## src/rtl/pool_result_fifo_pkg.sv

```systemverilog
// Shared constants and types for the pooled-result buffering slice.
package pool_result_fifo_pkg;

  localparam int unsigned PIXEL_WIDTH        = 8;
  localparam int unsigned IMAGE_WIDTH        = 8;
  localparam int unsigned POOL               = 2;
  localparam int unsigned POOL_FRAME_OUTPUTS = (IMAGE_WIDTH / POOL) * (IMAGE_WIDTH / POOL);

  typedef logic [PIXEL_WIDTH-1:0] pixel_t;

  // Counter width that can hold 0..n-1, never narrower than one bit.
  function automatic int unsigned cnt_width(input int unsigned n);
    return (n < 2) ? 1 : $clog2(n);
  endfunction

endpackage

```

## src/rtl/pool_result_fifo_if.sv

```systemverilog
// Pool-stage capture port and valid/ready result port of pool_result_fifo.
interface pool_result_fifo_if #(
  parameter int unsigned DATA_WIDTH = 8
);
  logic [DATA_WIDTH-1:0] in_data;
  logic                  in_valid;
  logic [DATA_WIDTH-1:0] out_data;
  logic                  out_valid;
  logic                  out_ready;
  logic                  out_last;

  modport master (
    output in_data, in_valid, out_ready,
    input  out_data, out_valid, out_last
  );

  modport slave (
    input  in_data, in_valid, out_ready,
    output out_data, out_valid, out_last
  );
endinterface

```

## src/rtl/pool_result_fifo_sync_fifo_fwft.sv

```systemverilog
// Generic first-word-fall-through FIFO: storage, pointers and occupancy.
module sync_fifo_fwft #(
  parameter int unsigned WIDTH = 9,
  parameter int unsigned DEPTH = 16
) (
  input  logic                   clk,
  input  logic                   rst_n,
  input  logic                   clr,
  input  logic                   wr_en,
  input  logic [WIDTH-1:0]       wr_data,
  input  logic                   rd_en,
  output logic [WIDTH-1:0]       rd_data,
  output logic                   empty,
  output logic                   full,
  output logic [$clog2(DEPTH):0] level
);
  localparam int unsigned AW = $clog2(DEPTH);
  localparam logic [AW:0] FULL_LVL = (AW+1)'(DEPTH);

  logic [WIDTH-1:0] mem [DEPTH];
  logic [AW-1:0]    wr_ptr;
  logic [AW-1:0]    rd_ptr;
  logic [AW:0]      count;
  logic             do_rd;
  logic             do_wr;

  assign empty = (count == '0);
  assign full  = (count == FULL_LVL);
  assign level = count;
  assign do_rd = rd_en & ~empty;
  // A read in the same cycle frees a slot, so a full FIFO still accepts the write.
  assign do_wr = wr_en & (~full | do_rd);

  always_ff @(posedge clk or negedge rst_n) begin
    if (!rst_n) begin
      wr_ptr <= '0;
      rd_ptr <= '0;
      count  <= '0;
    end else if (clr) begin
      wr_ptr <= '0;
      rd_ptr <= '0;
      count  <= '0;
    end else begin
      if (do_wr) wr_ptr <= wr_ptr + 1'b1;
      if (do_rd) rd_ptr <= rd_ptr + 1'b1;
      case ({do_wr, do_rd})
        2'b10:   count <= count + 1'b1;
        2'b01:   count <= count - 1'b1;
        default: count <= count;
      endcase
    end
  end

  always_ff @(posedge clk) begin
    if (do_wr && !clr) mem[wr_ptr] <= wr_data;
  end

  assign rd_data = empty ? '0 : mem[rd_ptr];

endmodule

```

## src/rtl/pool_result_fifo.sv

```systemverilog
// Buffers pooled pixels, tags frame ends and flags dropped pushes.
// Optional drop counter enabled by POOL_RESULT_FIFO_STATS_EN.
module pool_result_fifo
  import pool_result_fifo_pkg::*;
#(
  parameter int unsigned DATA_WIDTH    = PIXEL_WIDTH,
  parameter int unsigned DEPTH         = 16,
  parameter int unsigned FRAME_OUTPUTS = POOL_FRAME_OUTPUTS
) (
  input  logic                   clk,
  input  logic                   reset,
  input  logic                   flush,
  pool_result_fifo_if.slave      bus,
  output logic                   frame_done,
  output logic                   overflow,
`ifdef POOL_RESULT_FIFO_STATS_EN
  output logic [15:0]            drop_count,
`endif
  output logic [$clog2(DEPTH):0] level
);
  localparam int unsigned CW = cnt_width(FRAME_OUTPUTS);
  localparam logic [CW-1:0] LAST_IDX = CW'(FRAME_OUTPUTS - 1);

  logic [CW-1:0]     in_cnt;
  logic [CW-1:0]     out_cnt;
  logic [DATA_WIDTH:0] head;
  logic              empty;
  logic              full;
  logic              push;
  logic              pop;
  logic              accepted;
  logic              drop;

  assign push     = bus.in_valid;
  assign pop      = bus.out_valid & bus.out_ready;
  assign accepted = push & (~full | pop);
  assign drop     = push & full & ~pop;

  sync_fifo_fwft #(
    .WIDTH (DATA_WIDTH + 1),
    .DEPTH (DEPTH)
  ) u_fifo (
    .clk     (clk),
    .rst_n   (reset),
    .clr     (flush),
    .wr_en   (push),
    .wr_data ({(in_cnt == LAST_IDX), bus.in_data}),
    .rd_en   (pop),
    .rd_data (head),
    .empty   (empty),
    .full    (full),
    .level   (level)
  );

  assign bus.out_valid = ~empty;
  assign bus.out_data  = head[DATA_WIDTH-1:0];
  assign bus.out_last  = head[DATA_WIDTH] & ~empty;

  always_ff @(posedge clk or negedge reset) begin
    if (!reset) begin
      in_cnt     <= '0;
      out_cnt    <= '0;
      frame_done <= 1'b0;
      overflow   <= 1'b0;
    end else if (flush) begin
      in_cnt     <= '0;
      out_cnt    <= '0;
      frame_done <= 1'b0;
      overflow   <= 1'b0;
    end else begin
      if (accepted) in_cnt  <= (in_cnt == LAST_IDX)  ? '0 : in_cnt + 1'b1;
      if (pop)      out_cnt <= (out_cnt == LAST_IDX) ? '0 : out_cnt + 1'b1;
      frame_done <= pop & head[DATA_WIDTH];
      if (drop) overflow <= 1'b1;
    end
  end

`ifdef POOL_RESULT_FIFO_STATS_EN
  always_ff @(posedge clk or negedge reset) begin
    if (!reset) begin
      drop_count <= '0;
    end else if (flush) begin
      drop_count <= '0;
    end else if (drop && (drop_count != '1)) begin
      drop_count <= drop_count + 1'b1;
    end
  end
`endif

endmodule
```

## src/flat_wrapper.sv

```systemverilog
// flat-port wrapper written by rule: the top's interface ports become plain ports
module pool_result_fifo_flat import pool_result_fifo_pkg::*;
#(
  parameter int unsigned DATA_WIDTH    = PIXEL_WIDTH,
  parameter int unsigned DEPTH         = 16,
  parameter int unsigned FRAME_OUTPUTS = POOL_FRAME_OUTPUTS
)
  (clk, reset, flush, frame_done, overflow, level, bus_in_data, bus_in_valid, bus_out_ready, bus_out_data, bus_out_valid, bus_out_last);
  pool_result_fifo_if #(.DATA_WIDTH(DATA_WIDTH)) bus_i ();
  input  logic clk;
  input  logic reset;
  input  logic flush;
  output logic frame_done;
  output logic overflow;
  output logic [$clog2(DEPTH):0] level;
  input wire logic [$bits(bus_i.in_data)-1:0] bus_in_data;
  input wire logic [$bits(bus_i.in_valid)-1:0] bus_in_valid;
  input wire logic [$bits(bus_i.out_ready)-1:0] bus_out_ready;
  output wire logic [$bits(bus_i.out_data)-1:0] bus_out_data;
  output wire logic [$bits(bus_i.out_valid)-1:0] bus_out_valid;
  output wire logic [$bits(bus_i.out_last)-1:0] bus_out_last;
  assign bus_i.in_data = bus_in_data;
  assign bus_i.in_valid = bus_in_valid;
  assign bus_i.out_ready = bus_out_ready;
  assign bus_out_data = bus_i.out_data;
  assign bus_out_valid = bus_i.out_valid;
  assign bus_out_last = bus_i.out_last;
  pool_result_fifo #(.DATA_WIDTH(DATA_WIDTH), .DEPTH(DEPTH), .FRAME_OUTPUTS(FRAME_OUTPUTS)) u_core (.clk(clk), .reset(reset), .flush(flush), .bus(bus_i), .frame_done(frame_done), .overflow(overflow), .level(level));
endmodule
```

## config.mk

```make
export PLATFORM = sky130hd
export DESIGN_NAME = pool_result_fifo_flat
export DESIGN_NICKNAME = d
export VERILOG_FILES = /design/src/rtl/pool_result_fifo_pkg.sv /design/src/rtl/pool_result_fifo_if.sv /design/src/rtl/pool_result_fifo_sync_fifo_fwft.sv /design/src/rtl/pool_result_fifo.sv /design/src/flat_wrapper.sv
export SDC_FILE = /design/constraint.sdc
export NUM_CORES = 1
export LEC_CHECK = 0
export CORE_ASPECT_RATIO = 0.5
export CORE_MARGIN = 8
export CORE_UTILIZATION = 60
export CTS_BUF_LIST = sky130_fd_sc_hd__clkbuf_8
export DETAILED_ROUTE_END_ITERATION = 7
export HOLD_SLACK_MARGIN = 0.15
export PLACE_DENSITY = 0.84
export SYNTH_ARGS = -nofsm -noshare
export SYNTH_HDL_FRONTEND = slang
export SYNTH_SLANG_ARGS = --single-unit
```

## constraint.sdc

```tcl
create_clock -name clk -period 3.27 [get_ports clk]
set_input_delay 0.4905 -clock clk [delete_from_list [all_inputs] [get_ports clk]]
set_output_delay 0.4905 -clock clk [all_outputs]
set_load 0.02 [all_outputs]
```

==> results of run 1 <==
==> cells by family (layout without fill, tap and decap cells) <==
| logic type | after synthesis | in the layout | share of synthesized area |
|---|---|---|---|
| AO/OA/AOI/OAI | 39 | 39 | 0.04273 |
| multiplexers | 61 | 61 | 0.1554 |
| flip-flops | 163 | 163 | 0.7004 |
| XOR/XNOR | 7 | 7 | 0.008947 |
| buffers and inverters | 28 | 81 | 0.02063 |
| adder cells (fa/ha/maj) | 8 | 8 | 0.01461 |
| AND/OR/NAND/NOR | 70 | 70 | 0.05733 |
==> state kept, by name, summed over array words and instances (netlist names) <==
signal,flops
u_core.u_fifo.mem,144
u_core.u_fifo.level,5
u_core.in_cnt,4
u_core.u_fifo.rd_ptr,4
u_core.u_fifo.wr_ptr,4
u_core.frame_done,1
u_core.overflow,1
==> stage by stage <==
stage / setup slack, ps / util / hold WS (ps) / power (µW) / instances
finish: 66.74 / 0.7070 / 543.3 / 5243 / 574
global route: -49.31 / 0.7070 / 612.6 / 5438 / 574
CTS: 31.74 / 0.7031 / 554.9 / 5199 / 573
detailed placement: 368.9 / 0.6655 / 558.3 / 3733 / 541
global placement: 489.8 / 0.6655 / 527.4 / 3673 / 541
floorplan: 646.4 / - / 194.9 / 3319 / 376
==> cell usage after synthesis, types with 6 or more instances <==
cell | count | area share
a21oi_1 | 7 | 0.0051
and3_1 | 6 | 0.0055
clkbuf_1 | 12 | 0.0066
dfrtp_1 | 19 | 0.069
edfxtp_1 | 144 | 0.63
ha_1 | 8 | 0.015
mux2i_1 | 22 | 0.032
mux4_2 | 36 | 0.12
nand2_1 | 7 | 0.0038
nor2_1 | 20 | 0.011
nor3_1 | 6 | 0.0044
o211ai_1 | 6 | 0.0066
o22ai_1 | 8 | 0.0073
xor2_1 | 6 | 0.0077
==> power by group <==
part	switching [µW]	internal [µW]
combinational	720	604
clock	789	703
sequential	109	2320
total	1620	3620
==> layout make-up <==
cell class | instances | area, µm² | share of cell area
clock buffer | 17 | 234.0 | 0.02996
multi-input combinational | 185 | 1952 | 0.2499
inverter | 5 | 18.77 | 0.002403
sequential | 163 | 4803 | 0.6150
timing repair buffer | 44 | 445.4 | 0.05703
clock inverter | 15 | 175.2 | 0.02243
tap | 145 | 181.4 | 0.02323
==> cells in the final DEF, fill, tap and decap left out, drive strengths merged, types with 4 or more instances in the layout <==
| cell | n |
|---|---|
| a21oi | 7 |
| and2 | 4 |
| and3 | 6 |
| buf | 14 |
| clkbuf | 18 |
| clkdlybuf4s50 | 29 |
| clkinv | 6 |
| dfrtp | 19 |
| edfxtp | 144 |
| ha | 8 |
| inv | 11 |
| mux2i | 22 |
| mux4 | 36 |
| nand2 | 7 |
| nor2 | 20 |
| nor2b | 4 |
| nor3 | 6 |
| nor4b | 4 |
| o211ai | 6 |
| o21ai | 8 |
| o22ai | 8 |
| xor2 | 6 |
==> layer usage <==
metal	wire length (µm)	share of wire	vias up	GRT usage
met5	0	0	-	0
met4	214	0.015	0	0.06273
met3	1285	0.090	28	0.05743
met2	7072	0.50	215	0.3113
met1	5667	0.40	1908	0.2333
li1	-	-	1593	-
==> worst min-delay path by stage <==
stage	cells after the start	slack, ps	start	to
2_1_floorplan	0	190	reset	u_core.frame_done$_DFF_PN0_
3_3_place_gp	2	530	u_core.in_cnt[1]$_DFFE_PN0P_	u_core.in_cnt[1]$_DFFE_PN0P_
3_5_place_dp	2	560	u_core.in_cnt[0]$_DFFE_PN0P_	u_core.in_cnt[0]$_DFFE_PN0P_
4_1_cts	1	550	reset	u_core.u_fifo.level[2]$_DFFE_PN0P_
5_1_grt	1	610	reset	u_core.u_fifo.level[2]$_DFFE_PN0P_
6_report	1	540	reset	u_core.u_fifo.level[2]$_DFFE_PN0P_
==> repair_timing <==
action	4_1_cts	5_1_grt
pin swaps	0	0
setup endpoints to repair	9	9
gates cloned	0	1
resized for setup	3	4
==> results.md, run 1 <==
* Status: finished, final reports clean
* Mapped cell area at 0.006853 mm²
* R2R Setup Slk at 580 ps
* Initial antenna violation count at 0
* WP depth at 5
* Yosys reg bits at 163
* Crit path capture: bus_out_data[2]
* Slowest stage delay, CP at 580 ps
* Asr flop ratio synth at 0.1166
* Reg2reg path depth at 8
* Final setup TNS at 0 ps
* Antenna-violating nets left at 0
* Syn_nets at 397
* Fmax at 312.2 MHz
* Hpwl dp at 9305 µm
* Later-pin clock latency in the skew report at 450 ps
* Crit. Startpoint: u_core.u_fifo.rd_ptr[1]$_DFFE_PN0P_
* DRT iter0 DRCs at 316
* Global placement routability congestion at 0.8060
* Filler cells at 643
* Number of synthesized flops with an enable pin at 144
* Vias in the first global route at 3891
* Top_reg_cell synth: edfxtp_1
* CORE AREA at 0.01105 mm²
* Clock Skew at 16.45 ps
* Worst path arrival time at 2710 ps
* Crit path max-delay family: buffers and inverters
* Sink Count at 163
* Vert. Die Dim at 91.57 µm
* Cts hold-fix bufs at 0
* Power per cell area at 671.3 mW/mm²
* Drt pass-1 iters at 5
* DR DRC count at 0
* Cell Chain, Critical Path: buf_12 -> mux4_2 -> mux2i_1 -> o22ai_1 -> clkdlybuf4s50_1
* Placed cell areas at 0.007352 mm²
* Synth cell types at 45
* Port bufs at 29
* Startpoint Class: flop
* Peak VDD IR at 0.7585 mV
* Worst Hold Class: in -> async
* Vias at 3744
* Clock Path Buffers at 2
* Root buffer cell: clkbuf_8
* Overflow after GRT at 0
* CP Class: reg -> out
* Nets at 437
* Maxcap violations at 0
* Mapped Cells at 376
* Post-route cell area at 0.007810 mm²
* Worst slew margin at 0.4036
* Worst Tran Pin Value at 891.7 ps
* Seq/Total Area, Yosys at 0.7004
* TritonCTS clock tree: done
* Initial Util at 0.6203
* First-pass GRT wire length at 21690 µm
* Critical path required time at 2780 ps
* Final min period at 3203 ps
* Slew Limit Fails at 0
* Crit path capture type: output pin
* N_diodes at 0
* Reg2reg end: u_core.u_fifo.level[4]$_DFFE_PN0P_
* Drt total wl at 14240 µm
* Reg2reg start: u_core.u_fifo.level[2]$_DFFE_PN0P_
* Htree depth at 4
* Pin count of the biggest net entering global routing at 36
* Via density per instance at 6.523
* Die ar. at 0.01531 mm²
* WL per Instance at 24.81 µm
* Row Count at 27
* Final Setup Violations at 0
* Layout cells sized above 1 at 0.2378
* Crit Path Max Fanout at 18
* Inserted Clock Buffers at 17
* YS warnings at 0
* Syn avg cell area at 18.23 µm²
* Worst path bufs/invs at 2
* Ports at 30
* Leak pwr at 0.002538 µW
* Final Hold Fails at 0
* Crit-path slowest cell: clkdlybuf4s50_1
* Final worst path period share at 0.9796
* Area growth syn-to-layout at 13.97%
* Clock-pin slew on the worst setup and hold paths at 90 ps
* GRT Util Overall at 0.1872
* Die X at 167.1 µm
* # Post-CTS Setup Buffers at 0
(Power assumes the default switching activity.)
==> run 2, diff against run 1 <==
--- a/config.mk
+++ b/config.mk
@@ -5,13 +5,15 @@
 export SDC_FILE = /design/constraint.sdc
 export NUM_CORES = 1
 export LEC_CHECK = 0
+export CAP_MARGIN = 30
 export CORE_ASPECT_RATIO = 0.5
 export CORE_MARGIN = 8
 export CORE_UTILIZATION = 60
 export CTS_BUF_LIST = sky130_fd_sc_hd__clkbuf_8
 export DETAILED_ROUTE_END_ITERATION = 7
+export DONT_BUFFER_PORTS = 1
 export HOLD_SLACK_MARGIN = 0.15
-export PLACE_DENSITY = 0.84
+export PLACE_DENSITY = 0.81
 export SYNTH_ARGS = -nofsm -noshare
 export SYNTH_HDL_FRONTEND = slang
 export SYNTH_SLANG_ARGS = --single-unit
==> run 2 against run 1 <==
Effect of this change: clock power decreased by 13%; register-to-register slack worse by 90 ps; count of clock-buffer cells in the layout stayed put; clock skew grew 2.8 ps; critical endpoint unchanged.
==> results.md, run 2 (same netlist as run 1, synthesis figures left out) <==
* Pin count of the biggest net entering global routing at 35 (was 36)
* HP Start: bus_out_ready
* CP Class: reg -> out (unchanged)
* Fmax at 333.6 MHz (was 312.2 MHz)
* Worst Tran Pin Value at 948.4 ps (was 891.7 ps)
* Placed cell areas at 0.007034 mm² (was 0.007352 mm²)
* Clock-pin slew on the worst setup and hold paths at 90 ps (about the same)
* Post-route cell area at 0.007488 mm² (was 0.007810 mm²)
* Port bufs at 0 (was 29)
* Worst path arrival time at 2510 ps (was 2710 ps)
* DRT iter0 DRCs at 285 (was 316)
* Final min period at 2998 ps (was 3203 ps)
* Via density per instance at 6.483 (was 6.523)
* First-pass GRT wire length at 21080 µm (was 21690 µm)
* WL per Instance at 25.13 µm (was 24.81 µm)
* Most common cell after layout, fill and taps aside: edfxtp_1 (unchanged)
* Power per cell area at 638.4 mW/mm² (was 671.3 mW/mm²)
* Sink Count at 163 (unchanged)
* Vias at 3572 (was 3744)
* Clock Skew at 19.20 ps (was 16.45 ps)
* Vert. Die Dim at 91.57 µm (unchanged)
* Final setup TNS at 0 ps (unchanged)
* Area growth syn-to-layout at 9.275% (was 13.97%)
* Filler cells at 687 (was 643)
* Inserted Clock Buffers at 17 (unchanged)
* Ports at 30 (unchanged)
* Crit path capture type: output pin (unchanged)
* Nets at 415 (was 437)
* Initial antenna violation count at 0 (unchanged)
* Startpoint Class: flop (unchanged)
* Die X at 167.1 µm (unchanged)
* # Post-CTS Setup Buffers at 0 (unchanged)
* Reg2reg start: u_core.u_fifo.level[1]$_DFFE_PN0P_ (was u_core.u_fifo.level[2]$_DFFE_PN0P_)
* Root buffer cell: clkbuf_8 (unchanged)
* Row Count at 27 (unchanged)
* GRT Util Overall at 0.1854 (was 0.1872)
* Htree depth at 4 (unchanged)
* N_diodes at 0 (unchanged)
* Final Hold Fails at 0 (unchanged)
* Maxcap violations at 0 (unchanged)
* Hpwl dp at 8650 µm (was 9305 µm)
* Register Area at 0.004801 mm² (was 0.004803 mm²)
* Worst slew margin at 0.3657 (was 0.4036)
* Later-pin clock latency in the skew report at 440 ps (was 450 ps)
* Vias in the first global route at 3671 (was 3891)
* Final core utilization at 0.6779 (was 0.7070)
* Multi-input gate area at 0.001936 mm² (was 0.001952 mm²)
* Commonest cells after routing, fill and taps aside: edfxtp_1 (144), mux4_2 (36), mux2i_1 (22), nor2_1 (20), dfrtp_1 (18) (was edfxtp_1 (144), mux4_2 (36), clkdlybuf4s50_1 (29), mux2i_1 (22), nor2_1 (20))
* Initial Util at 0.6203 (unchanged)
* Die ar. at 0.01531 mm² (unchanged)
* Drt total wl at 13850 µm (was 14240 µm)
* DR DRC count at 0 (unchanged)
* Status: finished, final reports clean (unchanged)
* Max FFs per register at 144 (unchanged)
* Slew Limit Fails at 0 (unchanged)
* Global placement routability congestion at 0.7800 (was 0.8060)
* TritonCTS clock tree: done (unchanged)
* Final Setup Violations at 0 (unchanged)
* Drt pass-1 iters at 7 (was 5)
* Finished Layout Cells at 551 (was 574)
* Final worst path period share at 0.9168 (was 0.9796)
* Antenna-violating nets left at 0 (unchanged)
* Top reg by flops: u_core.u_fifo.mem (unchanged)
* Leak pwr at 0.002424 µW (was 0.002538 µW)
* Clock Path Buffers at 2 (unchanged)
* Overflow after GRT at 0 (unchanged)
* RSZ-0062 raised after global routing: false
* Crit Path Max Fanout at 10 (was 18)
* Placed cell count at 510 (was 541)
* CORE AREA at 0.01105 mm² (unchanged)
* Layout cells sized above 1 at 0.2291 (was 0.2378)
* Worst Hold Class: in -> reg (was in -> async)
* Crit. Startpoint: u_core.u_fifo.level[1]$_DFFE_PN0P_ (was u_core.u_fifo.rd_ptr[1]$_DFFE_PN0P_)
* Critical path required time at 2780 ps (about the same)
* Peak VDD IR at 0.4429 mV (was 0.7585 mV)
==> run 2: area by class of cell <==
cell class | instances | share of cell area
Clock buffer | 17 | 0.03124
Clock inverter | 14 | 0.01537
Inverter | 5 | 0.002506
Multi-Input combinational cell | 185 | 0.2585
Sequential cell | 163 | 0.6411
Tap cell | 145 | 0.02423
Timing Repair Buffer | 22 | 0.02707
==> run 2: worst max-delay path: stages (launching register included) <==
cell and delay (ps):
dfrtp_1 570, nor4_2 510, nand2_1 400, nand2b_2 330
o22ai_1 250
==> run 2: final timing paths <==
kind	end	depth (start not counted)	slack (ps)
hold reg to reg	u_core.in_cnt[3]$_DFFE_PN0P_	2	560
setup / recovery	bus_out_data[2]	4	270
setup reg to reg	u_core.u_fifo.level[4]$_DFFE_PN0P_	8	490
min in group asynchronous	u_core.u_fifo.rd_ptr[0]$_DFFE_PN0P_	1	640
max in group asynchronous	u_core.u_fifo.rd_ptr[1]$_DFFE_PN0P_	1	1980
hold / removal	u_core.u_fifo.level[4]$_DFFE_PN0P_	2	210
==> run 2: metal layers <==
layer / GRT usage / wire [µm]
met4: 0.04797 / 93
met5: 0 / 0
met3: 0.05656 / 1291
met2: 0.3018 / 6756
met1: 0.2421 / 5705
==> run 2: metrics by stage <==
step	hold WS [ps]	worst slack, ps	power, µW
6_report	210.0	272.2	4781
3_3_place_gp	195.8	648.0	3435
2_1_floorplan	194.9	646.4	3319
5_1_grt	189.8	51.74	4976
3_5_place_dp	195.6	528.7	3486
4_1_cts	191.0	109.9	4801
==> run 2: power by group <==
part	internal, µW	switching (µW)	leakage, µW
Combinational	403	640	0.000709
Sequential	2320	126	0.00154
Clock	592	704	0.000180
Total	3310	1470	0.00242
==> run 2: timing repair <==
action                                  in CTS  in global routing
endpoints found under the setup margin       0                  8
gates resized for setup                      0                  2
hold buffers                                10                  0
endpoints found under the hold margin      165                  0
==> run 3, diff against run 2 <==
--- a/config.mk
+++ b/config.mk
@@ -7,7 +7,7 @@
 export LEC_CHECK = 0
 export CAP_MARGIN = 30
 export CORE_ASPECT_RATIO = 0.5
-export CORE_MARGIN = 8
+export CORE_MARGIN = 1
 export CORE_UTILIZATION = 60
 export CTS_BUF_LIST = sky130_fd_sc_hd__clkbuf_8
 export DETAILED_ROUTE_END_ITERATION = 7
==> run 3 against run 2 <==
Effect of this change: wire length grew 2.3%; utilization down 0.27 points; hold slack worse by 32 ps; clock skew shrank 6.7 ps; critical path type unchanged; cell count is 0.36% lower; total power down 0.29%; clock power barely moved; first-iteration DRC count rose by 73%.
==> results.md, run 3 (same netlist as run 1, synthesis figures left out) <==
* Critical path required time at 2780 ps (about the same)
* Vert. Die Dim at 77.57 µm (was 91.57 µm)
* Htree depth at 4 (unchanged)
* Reg2reg path depth at 8 (unchanged)
* Most common cell after layout, fill and taps aside: edfxtp_1 (unchanged)
* CP Class: reg -> out (unchanged)
* WL per Instance at 25.80 µm (was 25.13 µm)
* GRT Util Overall at 0.2616 (was 0.1854)
* Leak pwr at 0.002398 µW (was 0.002424 µW)
* DR DRC count at 0 (unchanged)
* DRT iter0 DRCs at 494 (was 285)
* Initial Util at 0.6203 (unchanged)
* Reg2reg end: u_core.u_fifo.level[4]$_DFFE_PN0P_ (unchanged)
* Maxcap violations at 0 (unchanged)
* Drt pass-1 iters at 7 (unchanged)
* Commonest cells after routing, fill and taps aside: edfxtp_1 (144), mux4_2 (36), mux2i_1 (22), nor2_1 (20), dfrtp_1 (18) (unchanged)
* N_diodes at 0 (unchanged)
* Die ar. at 0.01188 mm² (was 0.01531 mm²)
* Worst slew margin at 0.3502 (was 0.3657)
* Final worst path period share at 0.9497 (was 0.9168)
* Reg2reg start: u_core.u_fifo.level[2]$_DFFE_PN0P_ (was u_core.u_fifo.level[1]$_DFFE_PN0P_)
* Inserted Clock Buffers at 17 (unchanged)
* Final Hold Fails at 0 (unchanged)
* Layout cells sized above 1 at 0.2327 (was 0.2291)
* Nets at 412 (was 415)
* # Post-CTS Setup Buffers at 0 (unchanged)
* Area growth syn-to-layout at 8.837% (was 9.275%)
* Global placement routability congestion at 0.9237 (was 0.7800)
* Root buffer cell: clkbuf_8 (unchanged)
* Final setup TNS at 0 ps (unchanged)
* TritonCTS clock tree: done (unchanged)
* Clock-pin slew on the worst setup and hold paths at 90 ps (about the same)
* Placed cell areas at 0.007012 mm² (was 0.007034 mm²)
* Hpwl dp at 8715 µm (was 8650 µm)
* Sink Count at 163 (unchanged)
* Status: finished, final reports clean (unchanged)
* Crit path capture type: output pin (unchanged)
* Crit. Startpoint: u_core.u_fifo.level[2]$_DFFE_PN0P_ (was u_core.u_fifo.level[1]$_DFFE_PN0P_)
* Top reg by flops: u_core.u_fifo.mem (unchanged)
* RSZ-0062 raised after global routing: false (unchanged)
* Crit Path Max Fanout at 9 (was 10)
* HP Start: bus_out_ready (unchanged)
* Pin count of the biggest net entering global routing at 35 (unchanged)
* Initial antenna violation count at 0 (unchanged)
* Row Count at 27 (unchanged)
* Ports at 30 (unchanged)
* Worst Tran Pin Value at 971.1 ps (was 948.4 ps)
* Drt total wl at 14160 µm (was 13850 µm)
* Vias at 3679 (was 3572)
* Overflow after GRT at 0 (unchanged)
* Clock Skew at 12.49 ps (was 19.20 ps)
* CORE AREA at 0.01105 mm² (unchanged)
* Slew Limit Fails at 0 (unchanged)
* Worst path arrival time at 2610 ps (was 2510 ps)
* WHS Path Cells at 2 (unchanged)
* Later-pin clock latency in the skew report at 460 ps (was 440 ps)
* Post-route cell area at 0.007458 mm² (was 0.007488 mm²)
* Worst Hold Class: in -> reg (unchanged)
* Antenna-violating nets left at 0 (unchanged)
* Startpoint Class: flop (unchanged)
* Via density per instance at 6.701 (was 6.483)
* Die X at 153.1 µm (was 167.1 µm)
* Peak VDD IR at 0.6192 mV (was 0.4429 mV)
* Clock Path Buffers at 2 (unchanged)
* Fmax at 322.0 MHz (was 333.6 MHz)
* Vias in the first global route at 3700 (was 3671)
* Crit path capture: bus_out_data[1] (was bus_out_data[2])
* First-pass GRT wire length at 21670 µm (was 21080 µm)
* Port bufs at 0 (unchanged)
* Final Setup Violations at 0 (unchanged)
* Max FFs per register at 144 (unchanged)
* R2R Setup Slk at 490 ps (about the same)
* Final min period at 3105 ps (was 2998 ps)
* Power per cell area at 639.1 mW/mm² (was 638.4 mW/mm²)
-- run 3: cell types whose count changed in the layout (fill, tap and decap cells not counted) --
| cell | change |
|---|---|
| clkinvlp_4 | +2 |
| buf_4 | -3 |
| clkinv_4 | -1 |
| inv_6 | +2 |
| inv_1 | -1 |
| bufinv_16 | -1 |
| clkinv_1 | -2 |
| clkinv_2 | +2 |
-- run 3: area by class of cell --
type / count / area (µm²)
clock buffer: 17 / 234.0
clock inverter: 15 / 107.6
fill: 679 / 3588
inverter: 5 / 18.77
multi-input combinational: 185 / 1936
sequential: 163 / 4801
tap: 145 / 181.4
timing repair buffer: 19 / 180.2
-- run 3: where the power goes --
| group | internal (µW) | switching [µW] |
|---|---|---|
| clock | 527 | 764 |
| combinational | 391 | 625 |
| sequential | 2320 | 146 |
| total | 3230 | 1530 |
-- run 3: worst min-delay path by stage --
stage | endpoint | slack, ps
2_1_floorplan | u_core.frame_done$_DFF_PN0_ | 190
3_3_place_gp | u_core.u_fifo.level[2]$_DFFE_PN0P_ | 200
3_5_place_dp | u_core.u_fifo.level[0]$_DFFE_PN0P_ | 200
4_1_cts | u_core.u_fifo.level[4]$_DFFE_PN0P_ | 150
5_1_grt | u_core.u_fifo.level[4]$_DFFE_PN0P_ | 180
6_report | u_core.u_fifo.level[4]$_DFFE_PN0P_ | 180
-- run 3: metal layers --
layer / share of wire / track usage / up-vias
met5: 0 / 0 / -
met4: 0.021 / 0.1242 / 0
met3: 0.086 / 0.06592 / 29
met2: 0.48 / 0.4091 / 209
met1: 0.41 / 0.3514 / 1891
li1: - / - / 1550
-- run 3: stage by stage --
stage          instances  hold WS [ps]  power [µW]  setup WS [ps]    util
5_1_grt              549         182.7        4929          37.57  0.6752
3_5_place_dp         507         195.4        3467          534.1  0.6347
3_3_place_gp         507         195.6        3420          657.5  0.6347
6_report             549         178.5        4767          164.5  0.6752
2_1_floorplan        376         194.9        3319          646.4       -
4_1_cts              549         153.8        4760          43.53  0.6747
-- run 3: what timing repair did --
item	in CTS	in global routing
setup endpoints to repair	0	8
hold endpoints to repair	165	0
resized for setup	0	2
hold buffers	10	0
-- run 3: worst max-delay path, cell delays in order, from the launching register on --
cell and delay [ps]:
dfrtp_1 560, nor4_2 550, nand2_1 440, nand2b_2 350, o22ai_1 250
